## config.mk

```make
export PLATFORM = sky130hd
export DESIGN_NAME = hdlc_tx_bank_sched
export DESIGN_NICKNAME = d
export VERILOG_FILES = /design/src/rtl/hdlc_tx_bank_sched.sv
export SDC_FILE = /design/constraint.sdc
export NUM_CORES = 1
export LEC_CHECK = 0
export ABC_AREA = 1
export BUFFER_PORTS_ARGS = -buffer_cell sky130_fd_sc_hd__buf_2
export CORE_MARGIN = 4
export CORE_UTILIZATION = 38
export CTS_CLUSTER_SIZE = 24
export DETAILED_ROUTE_END_ITERATION = 10
export GPL_ROUTABILITY_DRIVEN = 1
export PLACE_DENSITY = 0.53
export SYNTH_ARGS = -nofsm -noshare
export SYNTH_HDL_FRONTEND = slang
export SYNTH_SLANG_ARGS = --single-unit
```

## constraint.sdc

```tcl
create_clock -name clk_i -period 2.9 [get_ports clk_i]
set_input_delay 0 -clock clk_i [delete_from_list [all_inputs] [get_ports clk_i]]
set_output_delay 0 -clock clk_i [all_outputs]
set_load 0.01 [all_outputs]
```

## src/rtl/hdlc_tx_bank_sched.sv

```systemverilog
// hdlc_tx_bank_sched
//   Ping-pong scheduler for the HDLC transmit RAM. The RAM holds two banks of
//   2^ADDR_W bytes. The host fills wr_bank and commits it with a byte length.
//   The read side drains full banks in order: start pulse, opening-flag
//   window, one RAM read every BYTE_CYC cycles, then a closing-flag window.
//   The bank is then freed and the read side moves to the other bank.
//
// Ports
//   clk_i, rst_i        clock, synchronous active-high reset
//   commit_vld_i/len_i  host commit of wr_bank with a length (1..2^ADDR_W)
//   commit_rdy_o        wr_bank is free, a commit will be accepted
//   wr_bank_o           bank the host writes (host RAM address MSB)
//   err_len_o           pulse: commit rejected for an illegal length
//   tx_abort_i          abandon the frame in flight
//   tx_start_o          pulse at frame start
//   tx_flag_o           opening-flag window
//   rd_en_o, rd_addr_o  RAM read strobe and {rd_bank, offset}; addr is 0 when idle
//   byte_vld_o          rd_en_o delayed one cycle (RAM read latency)
//   tx_close_o          closing-flag window
//   frame_done_o        pulse after a normally completed frame
//   frames_sent_o       count of normally completed frames (wraps)
module hdlc_tx_bank_sched #(
  parameter int ADDR_W   = 8,
  parameter int FLAG_CYC = 84,
  parameter int BYTE_CYC = 8
) (
  input  logic              clk_i,
  input  logic              rst_i,
  input  logic              commit_vld_i,
  input  logic [ADDR_W:0]   commit_len_i,
  output logic              commit_rdy_o,
  output logic              wr_bank_o,
  output logic              err_len_o,
  input  logic              tx_abort_i,
  output logic              tx_start_o,
  output logic              tx_flag_o,
  output logic              rd_en_o,
  output logic [ADDR_W:0]   rd_addr_o,
  output logic              byte_vld_o,
  output logic              tx_close_o,
  output logic              frame_done_o,
  output logic [15:0]       frames_sent_o
);

  localparam int TMAX = (FLAG_CYC > BYTE_CYC) ? FLAG_CYC : BYTE_CYC;
  localparam int TW   = $clog2(TMAX);
  localparam logic [TW-1:0]   FLAG_LAST = TW'(FLAG_CYC - 1);
  localparam logic [TW-1:0]   BYTE_LAST = TW'(BYTE_CYC - 1);
  localparam logic [TW-1:0]   T_ONE     = TW'(1);
  localparam logic [ADDR_W:0] LEN_MAX   = {1'b1, {ADDR_W{1'b0}}};
  localparam logic [ADDR_W:0] LEN_ONE   = (ADDR_W+1)'(1);

  typedef enum logic [1:0] {IDLE, FLAG, DATA, CLOSE} state_e;

  state_e                 state_q;
  logic                   wr_bank_q, rd_bank_q;
  logic [1:0]             full_q, full_d;
  logic [1:0][ADDR_W:0]   len_q;
  logic [ADDR_W-1:0]      off_q;
  logic [TW-1:0]          timer_q;
  logic                   err_len_q, tx_start_q, tx_flag_q, rd_en_q, byte_vld_q;
  logic                   tx_close_q, frame_done_q;
  logic [ADDR_W:0]        rd_addr_q;
  logic [15:0]            frames_sent_q;

  logic len_ok, accept, reject, free;

  // Write-side accept/reject and the bank-free event from the read side.
  // A free always targets rd_bank while a commit needs wr_bank empty, so
  // both can land in the same cycle without conflict.
  always_comb begin
    commit_rdy_o = ~full_q[wr_bank_q];
    len_ok       = (commit_len_i != '0) && (commit_len_i <= LEN_MAX);
    accept       = commit_vld_i & commit_rdy_o & len_ok;
    reject       = commit_vld_i & commit_rdy_o & ~len_ok;
    free         = (state_q != IDLE) &
                   (tx_abort_i | ((state_q == CLOSE) && (timer_q == BYTE_LAST)));
    full_d = full_q;
    if (accept) full_d[wr_bank_q] = 1'b1;
    if (free)   full_d[rd_bank_q] = 1'b0;
  end

  // Bank bookkeeping
  always_ff @(posedge clk_i) begin
    if (rst_i) begin
      wr_bank_q <= 1'b0;
      rd_bank_q <= 1'b0;
      full_q    <= '0;
      len_q     <= '0;
      err_len_q <= 1'b0;
    end else begin
      full_q    <= full_d;
      err_len_q <= reject;
      if (accept) begin
        len_q[wr_bank_q] <= commit_len_i;
        wr_bank_q        <= ~wr_bank_q;
      end
      if (free) rd_bank_q <= ~rd_bank_q;
    end
  end

  // Read-side sequencer; every output is a flop loaded on the transition
  // into the cycle where it must be seen.
  always_ff @(posedge clk_i) begin
    if (rst_i) begin
      state_q       <= IDLE;
      off_q         <= '0;
      timer_q       <= '0;
      tx_start_q    <= 1'b0;
      tx_flag_q     <= 1'b0;
      rd_en_q       <= 1'b0;
      rd_addr_q     <= '0;
      byte_vld_q    <= 1'b0;
      tx_close_q    <= 1'b0;
      frame_done_q  <= 1'b0;
      frames_sent_q <= '0;
    end else begin
      tx_start_q   <= 1'b0;
      rd_en_q      <= 1'b0;
      rd_addr_q    <= '0;
      frame_done_q <= 1'b0;
      byte_vld_q   <= rd_en_q;
      if (state_q != IDLE && tx_abort_i) begin
        state_q    <= IDLE;
        timer_q    <= '0;
        tx_flag_q  <= 1'b0;
        tx_close_q <= 1'b0;
      end else begin
        case (state_q)
          IDLE: if (full_q[rd_bank_q]) begin
            state_q    <= FLAG;
            timer_q    <= '0;
            tx_start_q <= 1'b1;
            tx_flag_q  <= 1'b1;
          end
          FLAG: if (timer_q == FLAG_LAST) begin
            state_q   <= DATA;
            timer_q   <= '0;
            off_q     <= '0;
            tx_flag_q <= 1'b0;
            rd_en_q   <= 1'b1;
            rd_addr_q <= {rd_bank_q, {ADDR_W{1'b0}}};
          end else timer_q <= timer_q + T_ONE;
          DATA: if (timer_q == BYTE_LAST) begin
            timer_q <= '0;
            if ({1'b0, off_q} == len_q[rd_bank_q] - LEN_ONE) begin
              state_q    <= CLOSE;
              tx_close_q <= 1'b1;
            end else begin
              off_q     <= off_q + 1'b1;
              rd_en_q   <= 1'b1;
              rd_addr_q <= {rd_bank_q, off_q + 1'b1};
            end
          end else timer_q <= timer_q + T_ONE;
          CLOSE: if (timer_q == BYTE_LAST) begin
            state_q       <= IDLE;
            timer_q       <= '0;
            tx_close_q    <= 1'b0;
            frame_done_q  <= 1'b1;
            frames_sent_q <= frames_sent_q + 16'd1;
          end else timer_q <= timer_q + T_ONE;
          default: state_q <= IDLE;
        endcase
      end
    end
  end

  assign wr_bank_o     = wr_bank_q;
  assign err_len_o     = err_len_q;
  assign tx_start_o    = tx_start_q;
  assign tx_flag_o     = tx_flag_q;
  assign rd_en_o       = rd_en_q;
  assign rd_addr_o     = rd_addr_q;
  assign byte_vld_o    = byte_vld_q;
  assign tx_close_o    = tx_close_q;
  assign frame_done_o  = frame_done_q;
  assign frames_sent_o = frames_sent_q;

endmodule
```

## After elaboration in Yosys (flattened, before gate mapping)

Index checks and enable logic that the tools add are counted.

| cells by class | value |
|---|---|
| add/subtract/negate cells | 4 |
| multiply operators | 0 |
| div/mod/pow operators | 0 |
| order comparisons | 5 |
| eq/ne operators | 12 |
| shift operators | 0 |
| mux-type cells | 46 |
| bitwise gates (word level) | 15 |
| reductions and logical operators | 20 |

Operators by type and width:

| operator | count |
|---|---|
| $mux 9 | 6 |
| $mux 8 | 3 |
| $mux 7 | 3 |
| $pmux 7 s3 | 1 |
| $bwmux 18 | 1 |
| $pmux 9 s2 | 1 |
| $add 16x1->16 const B | 1 |
| $mux 1 | 16 |
| $pmux 8 s2 | 1 |
| $mux 2 | 7 |
| $ne 2x2->1 const B | 5 |
| $reduce_and 5->1 | 2 |
| $demux 9 s1 | 1 |
| $eq 8x9->1 | 1 |
| $le 9x9->1 const B | 1 |
| $reduce_bool 9->1 | 1 |
| $sub 9x1->9 const B | 1 |
| $add 8x1->8 const B | 1 |
| $pmux 2 s4 | 1 |
| $reduce_bool 2->1 | 4 |
| $add 7x1->7 const B | 1 |
| $eq 7x3->1 const B | 1 |
| $eq 7x7->1 const B | 1 |
| $not 1->1 | 7 |
| 18 further kinds | 34 |

| storage, ports and cells | value |
|---|---|
| bits in registers | 71 |
| latch bits | 0 |
| memory bits (writable) | 0 |
| bits in read-only memories | 0 |
| input bits | 13 |
| output and inout bits | 34 |
| word-level logic and storage cells | 119 |
| memories | 0 |

## Longest topological paths before layout

Gate-level depths: netlist of the first run.

| depth | value |
|---|---|
| depth after elaboration | 8 |
| gate-level depth with buffers | 17 |
| depth with buffers taken out | 17 |

## Least setup slack after synthesis of the first run

Ideal clock, no wire load.

| path | value |
|---|---|
| kind | register to register |
| from | register rd_bank_q |
| to | register state_q[1] |
| library setup time | 0.115 ns |
| arrival | 1.921 ns |
| required time | 2.785 ns |
| setup slack | 0.864 ns |
| cell stages (with the launch flop) | 15 |
| buffers on the path | 1 |
| path through | dfxtp_1 buf_6 nand2_2 nand2_2 ha_1 nand3_1 nor2_2 nand3_1 xor2_1 nor2_2 nand2_2 nand2_2 nand3b_1 nand2_1 nor2_1 |

| between the ends | value |
|---|---|
| word-level cells in the longest chain between the ends | 6 |

RTL lines:

| what | RTL line | source |
|---|---|---|
| start, declared | 56 | `logic wr_bank_q, rd_bank_q;` |
| start signal, assigned | 98 | `if (free) rd_bank_q <= ~rd_bank_q;` |
| $mux 9 (implied by the code) (2 in a row) | 146 | `if ({1'b0, off_q} == len_q[rd_bank_q] - LEN_ONE) begin` |
| $sub 9x1->9 | 146 |  |
| $eq 8x9->1 | 146 |  |
| $ne 2x2->1 (no line) | -- |  |
| $reduce_and 5->1 (no line) (*) | -- |  |
| end signal, assigned | 147 | `state_q <= CLOSE;` |
| end signal, assigned | 156 | `state_q <= IDLE;` |
| end signal, assigned | 162 | `default: state_q <= IDLE;` |
| end, declared | 55 | `state_e state_q;` |

Every way passes the cells marked *; elsewhere a longest branch is shown, timed or not. The select of a mux whose other input is x is not followed.
A chain may end at the register's enable or synchronous reset.

## Final worst setup path of the first run

Ends and elaborated chain as after synthesis.

==> flow_metrics.env, run 1 <==
export IMPL_start_kind="flip-flop"
export IMPL_end_kind="flip-flop"
export IMPL_synthSimpleGateAreaFrac_pct=32.7
export IMPL_drt_total_wl_um=8480
export IMPL_ys_warn_count=0
export IMPL_synth_area_um2=3640
export IMPL_overflow=0
export IMPL_synthArstFlopShare_pct=0
export IMPL_fin_crit_sh_pct=80.8
export IMPL_port_buffers=46
export IMPL_ys_seq_area_share_pct=39.0
export IMPL_yosys_area_share_adder_pct=2.75
export IMPL_hold_violations=0
export IMPL_die_w_um=106
export IMPL_gp_congestion=0.814
export IMPL_routed_via_density=4.80
export IMPL_yosysTopAreaCellShare_pct=39.0
export IMPL_ctsResizeCount=0
export IMPL_path_cells="inv_2, nand2_1, nand2_2, ha_1, nand3_1, nor2_2, nand3_1, xor2_1, nor2_2, nand2_2, nand2_2, nand3b_1, nand2_1, nor2_1"
export IMPL_cts_setup_buffers=0
export IMPL_finClkSkew_ns=0.00792
export IMPL_grt_use_total_pct=16.0
export IMPL_synth_top_family_by_area="simple AND/OR/NAND/NOR gates"
export IMPL_fin_util_pct=46.0
export IMPL_fillCellCount=1016
export IMPL_clock_sinks=71
export IMPL_synth_nets=538
export IMPL_vdd_ir_drop_max_mv=0.297
export IMPL_synth_most_common_cell="nand2_1"
export IMPL_cp_data_arrival_time_ns=2.58
export IMPL_grt_max_degree=30
export IMPL_crit_top_cell="nand2_2"
export IMPL_coreArea_um2=9280
export IMPL_postLayoutCellArea_um2=4270
export IMPL_synth_top_cell_by_area="dfxtp_1"
export IMPL_tritoncts="built"
export IMPL_dp_hpwl_um=6360
export IMPL_synth_seq_cells=71
export IMPL_finalCriticalPeriod_ns=2.34
export IMPL_antenna_left=0
export IMPL_worst_slew_pin_slew_ns=0.734
export IMPL_io_pins=47
export IMPL_outcome="completed"
export IMPL_synth_cell_types=40
export IMPL_maxSlewHeadroom_pct=51.0
export IMPL_leakagePower_nw=1.77
export IMPL_place_area_um2=3980
export IMPL_drc_errors=0
export IMPL_start_util_pct=39.2
export IMPL_first_pass_iters=4
export IMPL_rsz0062_at_grt="false"
export IMPL_vias=3401
export IMPL_clk_pin_slew_worst_paths_ns=0.08
export IMPL_wl_per_cell_um=12.0
export IMPL_placed_cells_incl_taps=682
export IMPL_drive_gt1_share_pct=15.7
export IMPL_antenna_cells=0
export IMPL_hold_class="in -> reg"
export IMPL_synth_edff_count=0
export IMPL_grt_pass1_vias=3344
export IMPL_die_y_um=106
export IMPL_synthCells=517
export IMPL_drtIter0Drc=116
export IMPL_ys_top_cells_by_count="nand2_1 (119), dfxtp_1 (71), inv_1 (63)"
export IMPL_ctsHtreeMaxLevel=3
export IMPL_criticalPathCategory="reg -> reg"
export IMPL_root_buffer="clkbuf_8"
export IMPL_synth_top_flop_cell="dfxtp_1"
export IMPL_layoutNonFillerInstCount=708
export IMPL_slowest_delay_ns=0.38
export IMPL_cts_buffers_inserted=9
export IMPL_ctsLongestPathBuffers=2
export IMPL_cap_violations=0
export IMPL_path_buf_inv=1
export IMPL_setup_viol=0
export IMPL_crit_fanout=14
export IMPL_synth_xor_area_share_pct=3.61
export IMPL_syn_area_per_cell_um2=7.04
export IMPL_area_delta_synth_final_pct=17.2
export IMPL_die_area_um2=11200
export IMPL_setup_tns_ns=0
export IMPL_maxSlewViolCount=0
export IMPL_cp_data_required_time_ns=3.14
export IMPL_met2WireLength_um=4100
export IMPL_met3_wirelength_um=338
export IMPL_grt_pass1_wl_um=14900
export IMPL_regArea_um2=1420
export IMPL_crit_family="simple AND/OR/NAND/NOR gates"
export IMPL_power_density_nw_per_um2=621
export IMPL_muxShareOfSynthArea_pct=0
export IMPL_fmax_mhz=427
export IMPL_synth_compound_gate_area_share_pct=13.5
export IMPL_wl_met1_um=3940
export IMPL_fp_row_count=35
export IMPL_clock_latency_ns=0.34
export IMPL_cts_hold_buf=10
export IMPL_multi_input_area_um2=1910
export IMPL_layout_nets=595
export IMPL_synth_area_leaders="dfxtp_1 (39%), nand2_1 (12%), inv_1 (6.5%), a21oi_1 (6.2%), nor2_1 (5.6%)"
export IMPL_top_layer_used="met4"
export IMPL_critical_path_slowest_cell="dfxtp_1"
export IMPL_antenna_found_initial=0
[placed cells by master (no fill, tap or decap), drive strengths merged, types with 10 or more instances in the layout]
cell type    netlist  routed
nor3              14      14
inv               65      65
a21oi             45      45
clkbuf             5      12
dlygate4sd3        0      10
buf                6      47
nand3             33      33
nor2              59      59
dfxtp             71      71
nand4             10      10
o21ai             37      37
nand2            131     131
[kinds of logic (layout without fill, tap and decap cells)]
logic type                 Yosys count  count (layout)
xor gates and xnor gates            15              15
DFF                                 71              71
AOI/OAI and AO/OA                   91              91
buffers and inverters               76             138
and+or+nand+nor                    256             256
adders and majority gates            8               8
[cell type report]
class | instances | share of cell area [%]
Clock buffer | 12 | 3.40
Clock inverter | 4 | 1.06
Inverter | 65 | 5.72
Multi-Input combinational cell | 370 | 44.8
Sequential cell | 71 | 33.3
Tap cell | 129 | 3.78
Timing Repair Buffer | 57 | 7.92
[layer usage]
layer	vias to the layer above	track usage (%)
met3	8	3.74
met1	1543	19.4
met5	-	0
li1	1795	-
met2	55	27.8
met4	0	5.37
[state kept, by name, summed over array words and instances, names as in the netlist, 2 cells and up]
name,cells
frames_sent_o,16
full_q,2
len_q,18
off_q,8
rd_addr_o,9
state_q,2
timer_q,7
[worst register-to-register path: stages, from the launching register on]
cell      delay [ns]
dfxtp_1         0.38
inv_2           0.22
nand2_1         0.12
nand2_2         0.14
ha_1            0.20
nand3_1         0.10
nor2_2          0.18
nand3_1         0.11
xor2_1          0.16
nor2_2          0.19
nand2_2         0.14
nand2_2         0.12
nand3b_1        0.09
nand2_1         0.06
nor2_1          0.04
[through the flow]
| stage | setup WS (ns) | power [mW] | hold WS [ns] |
|---|---|---|---|
| 2_1_floorplan | 0.864 | 1.74 | 0.156 |
| 3_3_place_gp | 0.582 | 1.88 | 0.269 |
| 3_5_place_dp | 0.533 | 1.89 | 0.274 |
| 4_1_cts | 0.514 | 2.69 | 0.0838 |
| 5_1_grt | 0.179 | 2.86 | 0.116 |
| 6_report | 0.558 | 2.65 | 0.0850 |
[power breakdown]
part / switching [mW] / total (mW) / leakage (nW) / internal [mW]
registers: 0.0383 / 1.06 / 0.575 / 1.02
clock network: 0.360 / 0.777 / 0.100 / 0.417
logic: 0.541 / 0.812 / 1.10 / 0.271
total: 0.939 / 2.65 / 1.77 / 1.71
[final timing paths]
| check | startpoint | to | slack [ns] | cells past startpoint |
|---|---|---|---|---|
| worst max-delay path | rd_bank_q$_SDFFE_PP0P_ | state_q[1]$_SDFFE_PP0P_ | 0.56 | 14 |
| worst min-delay path | rst_i | byte_vld_o$_SDFF_PP0_ | 0.08 | 2 |
| worst max register to register | rd_bank_q$_SDFFE_PP0P_ | state_q[1]$_SDFFE_PP0P_ | 0.56 | 14 |
| worst min register to register | rd_en_o$_SDFF_PP0_ | byte_vld_o$_SDFF_PP0_ | 0.42 | 2 |
(Power assumes the default switching activity.)
==> run 2, diff against run 1 <==
==> constraint.sdc (replaced) <==
create_clock -name clk_i -period 2.3 [get_ports clk_i]
set_input_delay 0 -clock clk_i [delete_from_list [all_inputs] [get_ports clk_i]]
set_output_delay 0 -clock clk_i [all_outputs]
set_load 0.01 [all_outputs]
==> flow_metrics.env, run 2 (synthesis gave the netlist of run 1 again) <==
export IMPL_hold_class="in -> reg"
export IMPL_rr_endpoint="off_q[3]$_SDFFE_PP0P_"
export IMPL_coreArea_um2=9280
export IMPL_finalCriticalPeriod_ns=2.09
export IMPL_drt_total_wl_um=8670
export IMPL_fin_crit_sh_pct=90.9
export IMPL_die_y_um=106
export IMPL_ctsHtreeMaxLevel=3
export IMPL_hold_violations=0
export IMPL_grt_pass1_vias=3444
export IMPL_fp_row_count=35
export IMPL_tritoncts="built"
export IMPL_routed_via_density=4.80
export IMPL_antenna_cells=0
export IMPL_leakagePower_nw=1.85
export IMPL_power_density_nw_per_um2=789
export IMPL_crit_fanout=4
export IMPL_grt_pass1_wl_um=15300
export IMPL_die_area_um2=11200
export IMPL_min_to="off_q[4]$_SDFFE_PP0P_"
export IMPL_drc_errors=0
export IMPL_clock_sinks=71
export IMPL_placed_cells_incl_taps=690
export IMPL_cts_buffers_inserted=9
export IMPL_largest_register="len_q"
export IMPL_fin_util_pct=47.1
export IMPL_final_cell_mix="nand2_1 (118), dfxtp_1 (70), inv_1 (63)"
export IMPL_port_buffers=46
export IMPL_reg2reg_depth=13
export IMPL_setup_viol=0
export IMPL_antenna_found_initial=0
export IMPL_hold_path_depth=3
export IMPL_wl_per_cell_um=12.1
export IMPL_layoutNonFillerInstCount=718
export IMPL_criticalPathCategory="reg -> reg"
export IMPL_ctsLongestPathBuffers=2
export IMPL_r2r_start="rd_bank_q$_SDFFE_PP0P_"
export IMPL_outcome="completed"
export IMPL_antenna_left=0
export IMPL_finClkSkew_ns=0.00895
export IMPL_clk_pin_slew_worst_paths_ns=0.07
export IMPL_largest_register_ffs=18
export IMPL_start_kind="flip-flop"
export IMPL_vias=3448
export IMPL_overflow=0
export IMPL_cp_data_required_time_ns=2.55
export IMPL_io_pins=47
export IMPL_gp_congestion=0.803
export IMPL_r2r_slack_ns=0.21
export IMPL_grt_max_degree=30
export IMPL_cap_violations=0
export IMPL_end_kind="flip-flop"
export IMPL_first_pass_iters=4
export IMPL_maxSlewViolCount=0
export IMPL_drive_gt1_share_pct=17.7
export IMPL_final_common_cell="nand2_1"
export IMPL_start_util_pct=39.2
export IMPL_drtIter0Drc=133
export IMPL_dp_hpwl_um=6490
export IMPL_maxSlewHeadroom_pct=44.0
export IMPL_min_delay_start="rst_i"
export IMPL_die_w_um=106
export IMPL_vdd_ir_drop_max_mv=0.326
export IMPL_root_buffer="clkbuf_8"
export IMPL_grt_use_total_pct=16.7
export IMPL_layout_nets=605
export IMPL_cp_data_arrival_time_ns=2.34
export IMPL_clock_latency_ns=0.36
export IMPL_worst_slew_pin_slew_ns=0.839
export IMPL_area_delta_synth_final_pct=20.0
export IMPL_fmax_mhz=478
-- run 2: cell types whose count changed in the layout (fill, tap and decap cells not counted) --
cell,previous run,this run
buf_4,1,10
dfxtp_1,71,70
dfxtp_2,0,1
dlygate4sd3_1,10,11
ha_1,8,6
ha_2,0,2
nand2_1,119,118
nand2_4,1,2
nor2_2,3,2
nor2_4,2,3
nor3_2,2,1
nor3_4,1,2
-- run 2: per-stage QoR --
stage	total power, mW	hold WS (ns)	setup TNS, ns	worst slack (ns)	instance area [um^2]
after detailed placement	2.45	0.280	0	0.205	4040
final	3.45	0.0964	0	0.210	4370
after global routing	3.71	0.121	-0.0224	-0.0190	4370
after floorplan	2.19	0.156	0	0.264	3640
after global placement	2.45	0.269	0	0.286	4040
after CTS	3.47	0.0843	0	0.197	4340
-- run 2: worst max path at each step --
| stage | from | endpoint | cells past startpoint | slack (ns) |
|---|---|---|---|---|
| 3_3_place_gp | rd_bank_q$_SDFFE_PP0P_ | state_q[1]$_SDFFE_PP0P_ | 13 | 0.29 |
| 6_report | rd_bank_q$_SDFFE_PP0P_ | off_q[3]$_SDFFE_PP0P_ | 13 | 0.21 |
| 5_1_grt | rd_bank_q$_SDFFE_PP0P_ | off_q[5]$_SDFFE_PP0P_ | 13 | -0.02 |
| 3_5_place_dp | rd_bank_q$_SDFFE_PP0P_ | state_q[1]$_SDFFE_PP0P_ | 13 | 0.20 |
| 4_1_cts | rd_bank_q$_SDFFE_PP0P_ | state_q[1]$_SDFFE_PP0P_ | 13 | 0.20 |
| 2_1_floorplan | rd_bank_q$_SDFFE_PP0P_ | state_q[1]$_SDFFE_PP0P_ | 14 | 0.26 |
-- run 2: critical path: stages (launching register included) --
cell and delay (ns):
dfxtp_2 0.34, inv_2 0.07, nand2_1 0.05, nand2_1 0.12
ha_2 0.21, nand3_1 0.12, nor2_4 0.14, nand3_1 0.11
xor2_1 0.16, nor2_2 0.23, nand3_4 0.13, buf_4 0.16
nand3_1 0.07, a21oi_1 0.07
-- run 2: routing by layer --
metal | track usage [%] | routed length [um]
met1 | 20.3 | 4010
met2 | 28.4 | 4160
met3 | 3.18 | 287
met4 | 7.49 | 219
met5 | 0 | 0
-- run 2: what timing repair did --
| action | in CTS | in global routing |
|---|---|---|
| endpoints found under the hold margin | 19 | 0 |
| setup buffers | 0 | 1 |
| hold buffers | 11 | 0 |
| endpoints found under the setup margin | 0 | 18 |
| gates resized for setup | 0 | 7 |
-- run 2: report_power, final --
| group | leakage, nW | internal [mW] | switching [mW] |
|---|---|---|---|
| clock | 0.100 | 0.526 | 0.462 |
| combinational | 1.17 | 0.395 | 0.731 |
| sequential | 0.575 | 1.29 | 0.0442 |
| total | 1.85 | 2.21 | 1.24 |
-- run 2: cell type report --
class | instances | area [um^2]
tap | 129 | 161
multi-input combinational | 370 | 1940
timing repair buffer | 67 | 415
sequential | 71 | 1420
clock buffer | 12 | 145
clock inverter | 4 | 45.0
fill | 996 | 4910
inverter | 65 | 244
==> run 3, diff against run 2 <==
--- a/config.mk
+++ b/config.mk
@@ -13,6 +13,7 @@
 export DETAILED_ROUTE_END_ITERATION = 10
 export GPL_ROUTABILITY_DRIVEN = 1
 export PLACE_DENSITY = 0.53
+export REMOVE_ABC_BUFFERS = 1
 export SYNTH_ARGS = -nofsm -noshare
 export SYNTH_HDL_FRONTEND = slang
 export SYNTH_SLANG_ARGS = --single-unit
==> flow_metrics.env, run 3 (synthesis gave the netlist of run 1 again) <==
export IMPL_gp_congestion=0.773
export IMPL_switching_share_pct=36.3
export IMPL_clock_sinks=71
export IMPL_clock_latency_ns=0.34
export IMPL_power_report_internal_total_mw=2.17
export IMPL_r2r_slack_ns=0.23
export IMPL_ctsHtreeMaxLevel=3
export IMPL_clk_pin_slew_worst_paths_ns=0.08
export IMPL_crit_family="simple AND/OR/NAND/NOR gates"
export IMPL_root_buffer="clkbuf_8"
export IMPL_postLayoutCellArea_um2=4320
export IMPL_drive_gt1_share_pct=16.9
export IMPL_power_switching_mw=1.24
export IMPL_clkPwrFrac_pct=28.1
export IMPL_power_frac_comb_pct=32.8
export IMPL_cp_data_required_time_ns=2.54
export IMPL_critical_path_depth=14
export IMPL_die_y_um=106
export IMPL_fmax_mhz=484
export IMPL_rsz0062_at_grt="false"
export IMPL_dp_hpwl_um=6420
export IMPL_antenna_cells=0
export IMPL_tritoncts="built"
export IMPL_overflow=0
export IMPL_crit_start="rd_bank_q$_SDFFE_PP0P_"
export IMPL_final_common_cell="nand2_1"
export IMPL_die_w_um=106
export IMPL_cp_endpoint="state_q[1]$_SDFFE_PP0P_"
export IMPL_layout_nets=602
export IMPL_p_seq_share_pct=39.0
export IMPL_end_kind="flip-flop"
export IMPL_port_buffers=46
export IMPL_routed_via_density=4.69
export IMPL_finalCriticalPeriod_ns=2.07
export IMPL_hold_class="in -> reg"
export IMPL_vias=3351
export IMPL_cap_violations=0
export IMPL_reg2reg_depth=14
export IMPL_first_pass_iters=4
export IMPL_start_kind="flip-flop"
export IMPL_criticalPathCategory="reg -> reg"
export IMPL_grt_max_degree=30
export IMPL_rr_endpoint="state_q[1]$_SDFFE_PP0P_"
export IMPL_hold_violations=0
export IMPL_cts_buffers_inserted=9
export IMPL_power_density_nw_per_um2=790
export IMPL_die_area_um2=11200
export IMPL_crit_fanout=5
export IMPL_fin_ws_ns=0.234
export IMPL_crit_top_cell="nand2_1"
export IMPL_fp_row_count=35
export IMPL_fin_crit_sh_pct=89.8
export IMPL_setup_viol=0
export IMPL_cp_data_arrival_time_ns=2.31
export IMPL_whs_ns=0.111
export IMPL_antenna_found_initial=0
export IMPL_area_delta_synth_final_pct=18.6
export IMPL_maxSlewHeadroom_pct=48.1
export IMPL_largest_register_ffs=18
export IMPL_start_util_pct=39.2
export IMPL_ctsLongestPathBuffers=2
export IMPL_place_area_um2=4030
export IMPL_worst_slew_pin_slew_ns=0.777
export IMPL_r2r_start="rd_bank_q$_SDFFE_PP0P_"
export IMPL_antenna_left=0
export IMPL_path_cells="inv_2, nand2_1, nand2_1, ha_1, nand3_1, nor2_4, nand3_1, xor2_1, nor2_2, nand2_2, nand2_2, nand3b_1, nand2_1, nor2_1"
export IMPL_largest_register="len_q"
export IMPL_coreArea_um2=9280
export IMPL_slowest_delay_ns=0.34
export IMPL_finClkSkew_ns=0.00788
export IMPL_outcome="completed"
export IMPL_final_cell_mix="nand2_1 (118), dfxtp_1 (70), inv_1 (63)"
export IMPL_drc_errors=0
export IMPL_grt_use_total_pct=16.3
export IMPL_drtIter0Drc=90
export IMPL_wl_per_cell_um=12.2
export IMPL_path_buf_inv=1
export IMPL_vdd_ir_drop_max_mv=0.317
export IMPL_maxSlewViolCount=0
export IMPL_pre_cts_ws_ns=0.198
export IMPL_critical_path_slowest_cell="dfxtp_2"
export IMPL_drt_total_wl_um=8690
export IMPL_leakagePower_nw=1.80
export IMPL_io_pins=47
export IMPL_grt_pass1_vias=3285
export IMPL_grt_pass1_wl_um=15000
run 3: cell types whose count changed in the layout (fill, tap and decap cells not counted), sizes merged:
| cell | delta |
|---|---|
| clkinv | -1 |
| buf | -2 |
| clkbuf | -1 |
| clkinvlp | +1 |
| dlygate4sd3 | -1 |
run 3: worst reg2reg max path, delay by kind of cell (launching register included):
family                     cells  cell delay [ns]
DFF                            1             0.34
and+or+nand+nor               11             1.21
adders and majority gates      1             0.20
xor gates and xnor gates       1             0.16
buffers and inverters          1             0.07
run 3: final cells by class:
cell class,count,area (um^2)
multi-input combinational,370,1920
clock inverter,4,47.5
sequential,71,1420
timing repair buffer,64,390
fill,975,4970
inverter,65,244
tap,129,161
clock buffer,11,131
run 3: power groups by stage:
stage | combinational, mW | sequential (mW) | clock [mW]
after detailed placement | 1.10 | 1.36 | 0
after global placement | 1.09 | 1.36 | 0
after global routing | 1.28 | 1.34 | 1.04
after CTS | 1.12 | 1.33 | 0.988
after floorplan | 0.777 | 1.37 | 0
final | 1.12 | 1.33 | 0.959
run 3: layer usage:
metal,track usage (%),vias up,wire length (um)
met5,0,-,0
met4,6.01,0,128
met3,3.25,9,270
met2,28.4,46,4220
met1,19.9,1493,4080
li1,-,1803,-
run 3: through the flow:
stage               instances  total power [mW]  TNS [ns]  util (%)
floorplan                 506              2.15     -1.32         -
global placement          689              2.45         0      43.4
detailed placement        689              2.46         0      43.4
CTS                       714              3.44         0      46.4
global route              714              3.66         0      46.5
finish                    714              3.41         0      46.5
run 3: timing repair:
item / in CTS / in global routing
resized for setup: 0 / 3
setup endpoints to repair: 0 / 12
hold endpoints to repair: 18 / 0
setup buffers: 0 / 0
hold buffers: 10 / 0
run 3: worst min-delay path by stage:
stage,from,endpoint,slack [ns],cells after the start
final,rst_i,frames_sent_o[8]$_SDFFE_PP0P_,0.11,2
after global routing,rst_i,byte_vld_o$_SDFF_PP0_,0.14,2
after CTS,tx_abort_i,frames_sent_o[0]$_SDFFE_PP0P_,0.10,4
after detailed placement,commit_vld_i,err_len_o$_SDFF_PP0_,0.27,3
after global placement,commit_vld_i,err_len_o$_SDFF_PP0_,0.27,3
after floorplan,rst_i,frames_sent_o[11]$_SDFFE_PP0P_,0.07,1
